--- src/rtl/regfile_scan_reader.sv ---
// Scans the register file A port from r0 to r(NUM_REGS-1) and latches each
// value onto the display. Each value is held for DWELL_COUNT cycles or until
// Step is pressed. The stored values are checked against the Fibonacci
// recurrence, and the first failing index is latched as a sticky error.
module regfile_scan_reader #(
    parameter int unsigned DWELL_COUNT  = 30000000,
    parameter int unsigned READ_LATENCY = 1,
    parameter int unsigned NUM_REGS     = 16
) (
    input  logic        Clock,
    input  logic        Reset,
    input  logic        Start,
    input  logic        Step,
    input  logic [15:0] ReadData,
    output logic [3:0]  ReadSelect,
    output logic [15:0] DisplayValue,
    output logic [3:0]  DisplayIndex,
    output logic        Busy,
    output logic        Done,
    output logic        Error,
    output logic [3:0]  ErrorIndex
);

    localparam int unsigned DATA_W = 16;
    localparam int unsigned IDX_W  = 4;
    localparam int unsigned DW_W   = $clog2(DWELL_COUNT + 1);
    localparam int unsigned WT_W   = $clog2(READ_LATENCY + 1);

    localparam logic [IDX_W-1:0] LAST_IDX   = IDX_W'(NUM_REGS - 1);
    localparam logic [DW_W-1:0]  DWELL_LAST = DW_W'(DWELL_COUNT - 1);
    localparam logic [WT_W-1:0]  WAIT_LAST  = WT_W'(READ_LATENCY - 1);

    typedef enum logic [1:0] {
        IDLE,
        WAIT,
        CAPTURE,
        DWELL
    } state_t;

    state_t             state;
    logic [IDX_W-1:0]   idx;
    logic [WT_W-1:0]    wait_cnt;
    logic [DW_W-1:0]    dwell_cnt;
    logic [DATA_W-1:0]  prev1;
    logic [DATA_W-1:0]  prev2;
    logic               start_q;
    logic               step_q;

    logic               start_edge_c;
    logic               step_edge_c;
    logic [DATA_W-1:0]  fib_sum_c;
    logic               dwell_exit_c;

    // Falling-edge detect on the active-low buttons and the expected next term
    assign start_edge_c = start_q & ~Start;
    assign step_edge_c  = step_q & ~Step;
    assign fib_sum_c    = DATA_W'(prev1 + prev2);
    assign dwell_exit_c = (dwell_cnt == DWELL_LAST) || step_edge_c;

    // Scan sequencer: select, wait for read data, capture and check, then dwell
    always_ff @(posedge Clock or negedge Reset) begin
        if (!Reset) begin
            state        <= IDLE;
            idx          <= '0;
            wait_cnt     <= '0;
            dwell_cnt    <= '0;
            prev1        <= '0;
            prev2        <= '0;
            start_q      <= 1'b1;
            step_q       <= 1'b1;
            ReadSelect   <= '0;
            DisplayValue <= '0;
            DisplayIndex <= '0;
            Busy         <= 1'b0;
            Done         <= 1'b0;
            Error        <= 1'b0;
            ErrorIndex   <= '0;
        end else begin
            start_q <= Start;
            step_q  <= Step;
            case (state)
                IDLE: begin
                    if (start_edge_c) begin
                        idx        <= '0;
                        ReadSelect <= '0;
                        Busy       <= 1'b1;
                        Done       <= 1'b0;
                        Error      <= 1'b0;
                        ErrorIndex <= '0;
                        wait_cnt   <= '0;
                        state      <= WAIT;
                    end
                end
                WAIT: begin
                    if (wait_cnt == WAIT_LAST) begin
                        wait_cnt <= '0;
                        state    <= CAPTURE;
                    end else begin
                        wait_cnt <= WT_W'(wait_cnt + WT_W'(1));
                    end
                end
                CAPTURE: begin
                    DisplayValue <= ReadData;
                    DisplayIndex <= idx;
                    // Only the first mismatch of a scan is recorded
                    if ((idx >= IDX_W'(2)) && (ReadData != fib_sum_c) && !Error) begin
                        Error      <= 1'b1;
                        ErrorIndex <= idx;
                    end
                    prev2     <= prev1;
                    prev1     <= ReadData;
                    dwell_cnt <= '0;
                    state     <= DWELL;
                end
                DWELL: begin
                    if (dwell_exit_c) begin
                        dwell_cnt <= '0;
                        if (idx == LAST_IDX) begin
                            Busy  <= 1'b0;
                            Done  <= 1'b1;
                            state <= IDLE;
                        end else begin
                            idx        <= IDX_W'(idx + IDX_W'(1));
                            ReadSelect <= IDX_W'(idx + IDX_W'(1));
                            wait_cnt   <= '0;
                            state      <= WAIT;
                        end
                    end else begin
                        dwell_cnt <= DW_W'(dwell_cnt + DW_W'(1));
                    end
                end
                default: state <= IDLE;
            endcase
        end
    end

endmodule

--- config.mk ---
export PLATFORM = sky130hd
export DESIGN_NAME = regfile_scan_reader
export DESIGN_NICKNAME = d
export VERILOG_FILES = /design/src/rtl/regfile_scan_reader.sv
export SDC_FILE = /design/constraint.sdc
export NUM_CORES = 1
export LEC_CHECK = 0
export CORE_MARGIN = 2
export CORE_UTILIZATION = 60
export DETAILED_ROUTE_END_ITERATION = 6
export DONT_BUFFER_PORTS = 1
export PLACE_DENSITY = 0.76
export SLEW_MARGIN = 40
export SYNTH_ARGS = -nofsm -noshare
export SYNTH_HDL_FRONTEND = slang
export SYNTH_SLANG_ARGS = --single-unit
--- constraint.sdc ---
create_clock -name Clock -period 6.5 [get_ports Clock]
set_clock_uncertainty 0.15 [all_clocks]
set_input_delay 1.625 -clock Clock [delete_from_list [all_inputs] [get_ports Clock]]
set_output_delay 1.625 -clock Clock [all_outputs]
set_load 0.05 [all_outputs]
==> qor.log <==
INFO  outcome        outcome=finished, final reports clean
INFO  clocking       max-clock-path-buffers=2
INFO  die            die_y=90.6um
INFO  yosys          synth.ff_latch_count=76
INFO  timing         final_max_slew_viol_count=0
INFO  clocking       cts_buffers=9
INFO  critical_path  slowest_delay=0.61ns
INFO  critical_path  ordered_list_of_cells_on_the_worst_path=ha_1 > fa_1 > a21o_1 > nand4_1 > nand2_1 > xnor2_1 > a2111oi_2 > nand4_1 > o21ai_4 > mux2i_1
INFO  critical_path  path_class=flip-flop to flip-flop
INFO  clocking       tritoncts=built
INFO  die            ioPinCount=51
INFO  timing         worst_pin_slew=0.707ns
INFO  timing         timing.final.hold_violations=0
INFO  timing         max_slew_margin=52.9%
INFO  place          placement.io_buffers=0
INFO  critical_path  cpMostUsedCell=sky130_fd_sc_hd__nand4_1
INFO  global_routing first_global_vias=3320
INFO  global_routing globalRouteOverflowTotal=0
INFO  critical_path  critical_path_arrival=3.56ns
INFO  clocking       cts.repair.resized=0
INFO  critical_path  critPathLaunchType=flip-flop
INFO  routing        drtIter0Drc=118
INFO  routing        avgViaCountPerCell=6.05
INFO  power          internal_power_consumption=1.40mW
INFO  critical_path  crit_slowest_cell=sky130_fd_sc_hd__dfrtp_1
INFO  die            die_footprint=8210um^2
INFO  critical_path  critPathCaptureType=flip-flop
INFO  die            initial_core_util=62.0%
INFO  routing        totalWireLength=8.86mm
INFO  routing        remaining_drc_errors=0
INFO  cells_and_area diode_count=0
INFO  yosys          asyncSetResetFlopFracSynth=100%
INFO  die            std_cell_rows=31
INFO  timing         fin_crit=3.42ns
INFO  worst_hold_path worst_hold_path_type=flip-flop to flip-flop
INFO  critical_path  critPathMaxFanout=4
INFO  timing         setup_total_negative_slack=0ns
INFO  yosys          postSynthCellCount=461
INFO  routing        antenna_violating_nets_post_route=0
INFO  routing        dr_total_vias=3384
INFO  critical_path  timing.reg2reg.worst_path_depth=10
INFO  routing        routed_wire_length_per_instance=15.8um
INFO  power          power.ir.vdd_worst=0.211mV
INFO  routing        detail_route.first_pass.iterations=4
INFO  cells_and_area nets=498
INFO  yosys          syn_area_per_cell=9.76um^2
INFO  place          finalWeightedCongestion=0.831
INFO  place          post-place-ws=2.56ns
INFO  power          switching_share=49.8%
INFO  cells_and_area final_core_utilization=65.6%
INFO  timing         grt_setup_unrepaired=no
INFO  timing         final_min_period_over_clock_period=52.6%
INFO  global_routing antenna_found_initial=0
INFO  global_routing first_pass_grt_wire_length=15.1mm
INFO  place          postPlaceCellArea=4570um^2
INFO  cells_and_area final_layout_size_suffix_gt1_share=13.7%
INFO  power          comb_pwr_share=53.1%
INFO  clocking       clk_transition_reported_paths=0.10ns
INFO  power          power_density_relative_to_cell_area=588nW/um^2
INFO  yosys          yosys.cell_types.count=57
INFO  critical_path  critPathRequiredTime=6.64ns
INFO  timing         fmax=0.293GHz
INFO  yosys          netlist_area=4500um^2
INFO  clocking       cts.repair_timing.setup_buffer_count=0
INFO  yosys          yosysWarnings=0
INFO  global_routing gr-usage-all-layers=22.7%
INFO  die            design.core.area=7250um^2
INFO  cells_and_area postLayoutCellArea=4760um^2
INFO  yosys          syn-num-nets=504
INFO  clocking       post_cts_hold_buffer_count=0
INFO  power          power.clock.fraction=12.2%
INFO  global_routing grt_max_degree=77
INFO  place          hpwl=6.34mm
INFO  power          p_switching=1.39mW
INFO  cells_and_area area_delta_synth_final=5.70%
INFO  timing         setup_viol_count_final=0
INFO  yosys          dominantRegCellSynth=sky130_fd_sc_hd__dfrtp_1
INFO  yosys          synth_enable_flop_cells=0
INFO  clocking       ctsRootBufferMaster=sky130_fd_sc_hd__clkbuf_8
INFO  die            die_width=90.6um
INFO  run            maxCapViolCount=0
INFO  clocking       cts_htree_levels=3
INFO  power          seq_power_share=34.7%
INFO  power          leakage=2.06nW
INFO  worst_hold_path hold_path_depth=1
INFO  timing         final.setup.worst_slack=3.08ns
INFO  clocking       clock_latency=0.36ns
INFO  yosys          ys_seq_area_share=42.3%
INFO  clocking       cts_sinks=76
-- layout make-up --
cell class	count	area [um^2]
flip-flops and latches	76	1900
inverters	24	90.1
fillers	569	2500
clock buffers	9	124
well taps	99	124
multi-input cells	344	2460
clock inverters	7	57.6
-- cells in the mapped netlist, drive strengths merged, types with 11 or more instances --
| cell | count | area share [%] |
|---|---|---|
| a21oi | 23 | 2.6 |
| and3 | 13 | 1.8 |
| clkbuf | 14 | 1.2 |
| dfrtp | 74 | 41 |
| ha | 22 | 6.1 |
| inv | 24 | 2.0 |
| mux2 | 32 | 8.0 |
| nand2 | 32 | 2.7 |
| nand3 | 15 | 1.7 |
| nor2 | 23 | 1.9 |
| nor3 | 11 | 1.2 |
| o21ai | 44 | 5.1 |
| xnor2 | 17 | 3.3 |
| xor2 | 13 | 2.5 |
-- placed cells by master (no fill, tap or decap), drive strengths merged, types with 15 or more instances in the layout --
master,synthesis,routed
nor2,23,23
ha,22,22
nand2,32,32
nand3,15,15
dfrtp,74,74
o21ai,44,44
mux2,32,32
a21oi,23,23
inv,24,28
xnor2,17,17
-- metrics by stage --
stage | hold WS [ns] | power, mW | cells
final | 0.367 | 2.80 | 559
after global routing | 0.380 | 3.01 | 559
after CTS | 0.360 | 2.79 | 559
after detailed placement | 0.346 | 2.45 | 543
after global placement | 0.335 | 2.39 | 543
after floorplan | 0.304 | 2.17 | 461
-- flip-flops by register name (all words and copies together), names as in the netlist --
register,cells
Busy,1
DisplayIndex,4
Done,1
Error,1
ErrorIndex,4
dwell_cnt,25
idx,4
prev1,16
prev2,16
start_q,1
state,2
step_q,1
-- worst paths after layout --
path,endpoint,from,slack (ns)
setup / recovery,ErrorIndex[1],prev1[0],3.08
hold / removal,dwell_cnt[9],dwell_cnt[9],0.37
setup reg to reg,ErrorIndex[1],prev1[0],3.08
hold reg to reg,dwell_cnt[9],dwell_cnt[9],0.37
max in group asynchronous,step_q,Reset,5.20
min in group asynchronous,DisplayIndex[3],Reset,0.80
-- metal layers --
| metal | GRT usage, % | part of all wire, % | vias up |
|---|---|---|---|
| met5 | 0 | 0 | - |
| met4 | 9.87 | 2.2 | 0 |
| met3 | 3.59 | 3.6 | 15 |
| met2 | 38.4 | 50 | 79 |
| met1 | 28.8 | 44 | 1633 |
| li1 | - | - | 1657 |
-- critical path, delay by kind of cell, from the launching register on --
kind / cells / cell delay, ns
xor+xnor: 1 / 0.17
flops: 1 / 0.61
fa+ha+maj: 2 / 0.76
compound gates: 3 / 0.86
mux: 1 / 0.22
simple gates: 3 / 0.57
-- logic make-up (layout without fill, tap and decap cells) --
family,after synthesis,in the layout,share of synthesized area [%]
fa+ha+maj,23,23,6.56
simple gates,134,134,15.3
xor+xnor,30,30,5.84
buf+inv,41,40,3.45
flops,76,76,42.3
compound gates,116,116,16.5
mux,41,41,10.0
-- power groups by stage --
stage / registers, mW / clock network [mW] / logic [mW]
floorplan: 0.943 / 0 / 1.23
global placement: 0.972 / 0 / 1.42
detailed placement: 0.985 / 0 / 1.46
CTS: 0.974 / 0.348 / 1.47
global route: 0.996 / 0.367 / 1.64
finish: 0.972 / 0.341 / 1.49
Power figures use the tool's default switching activity.
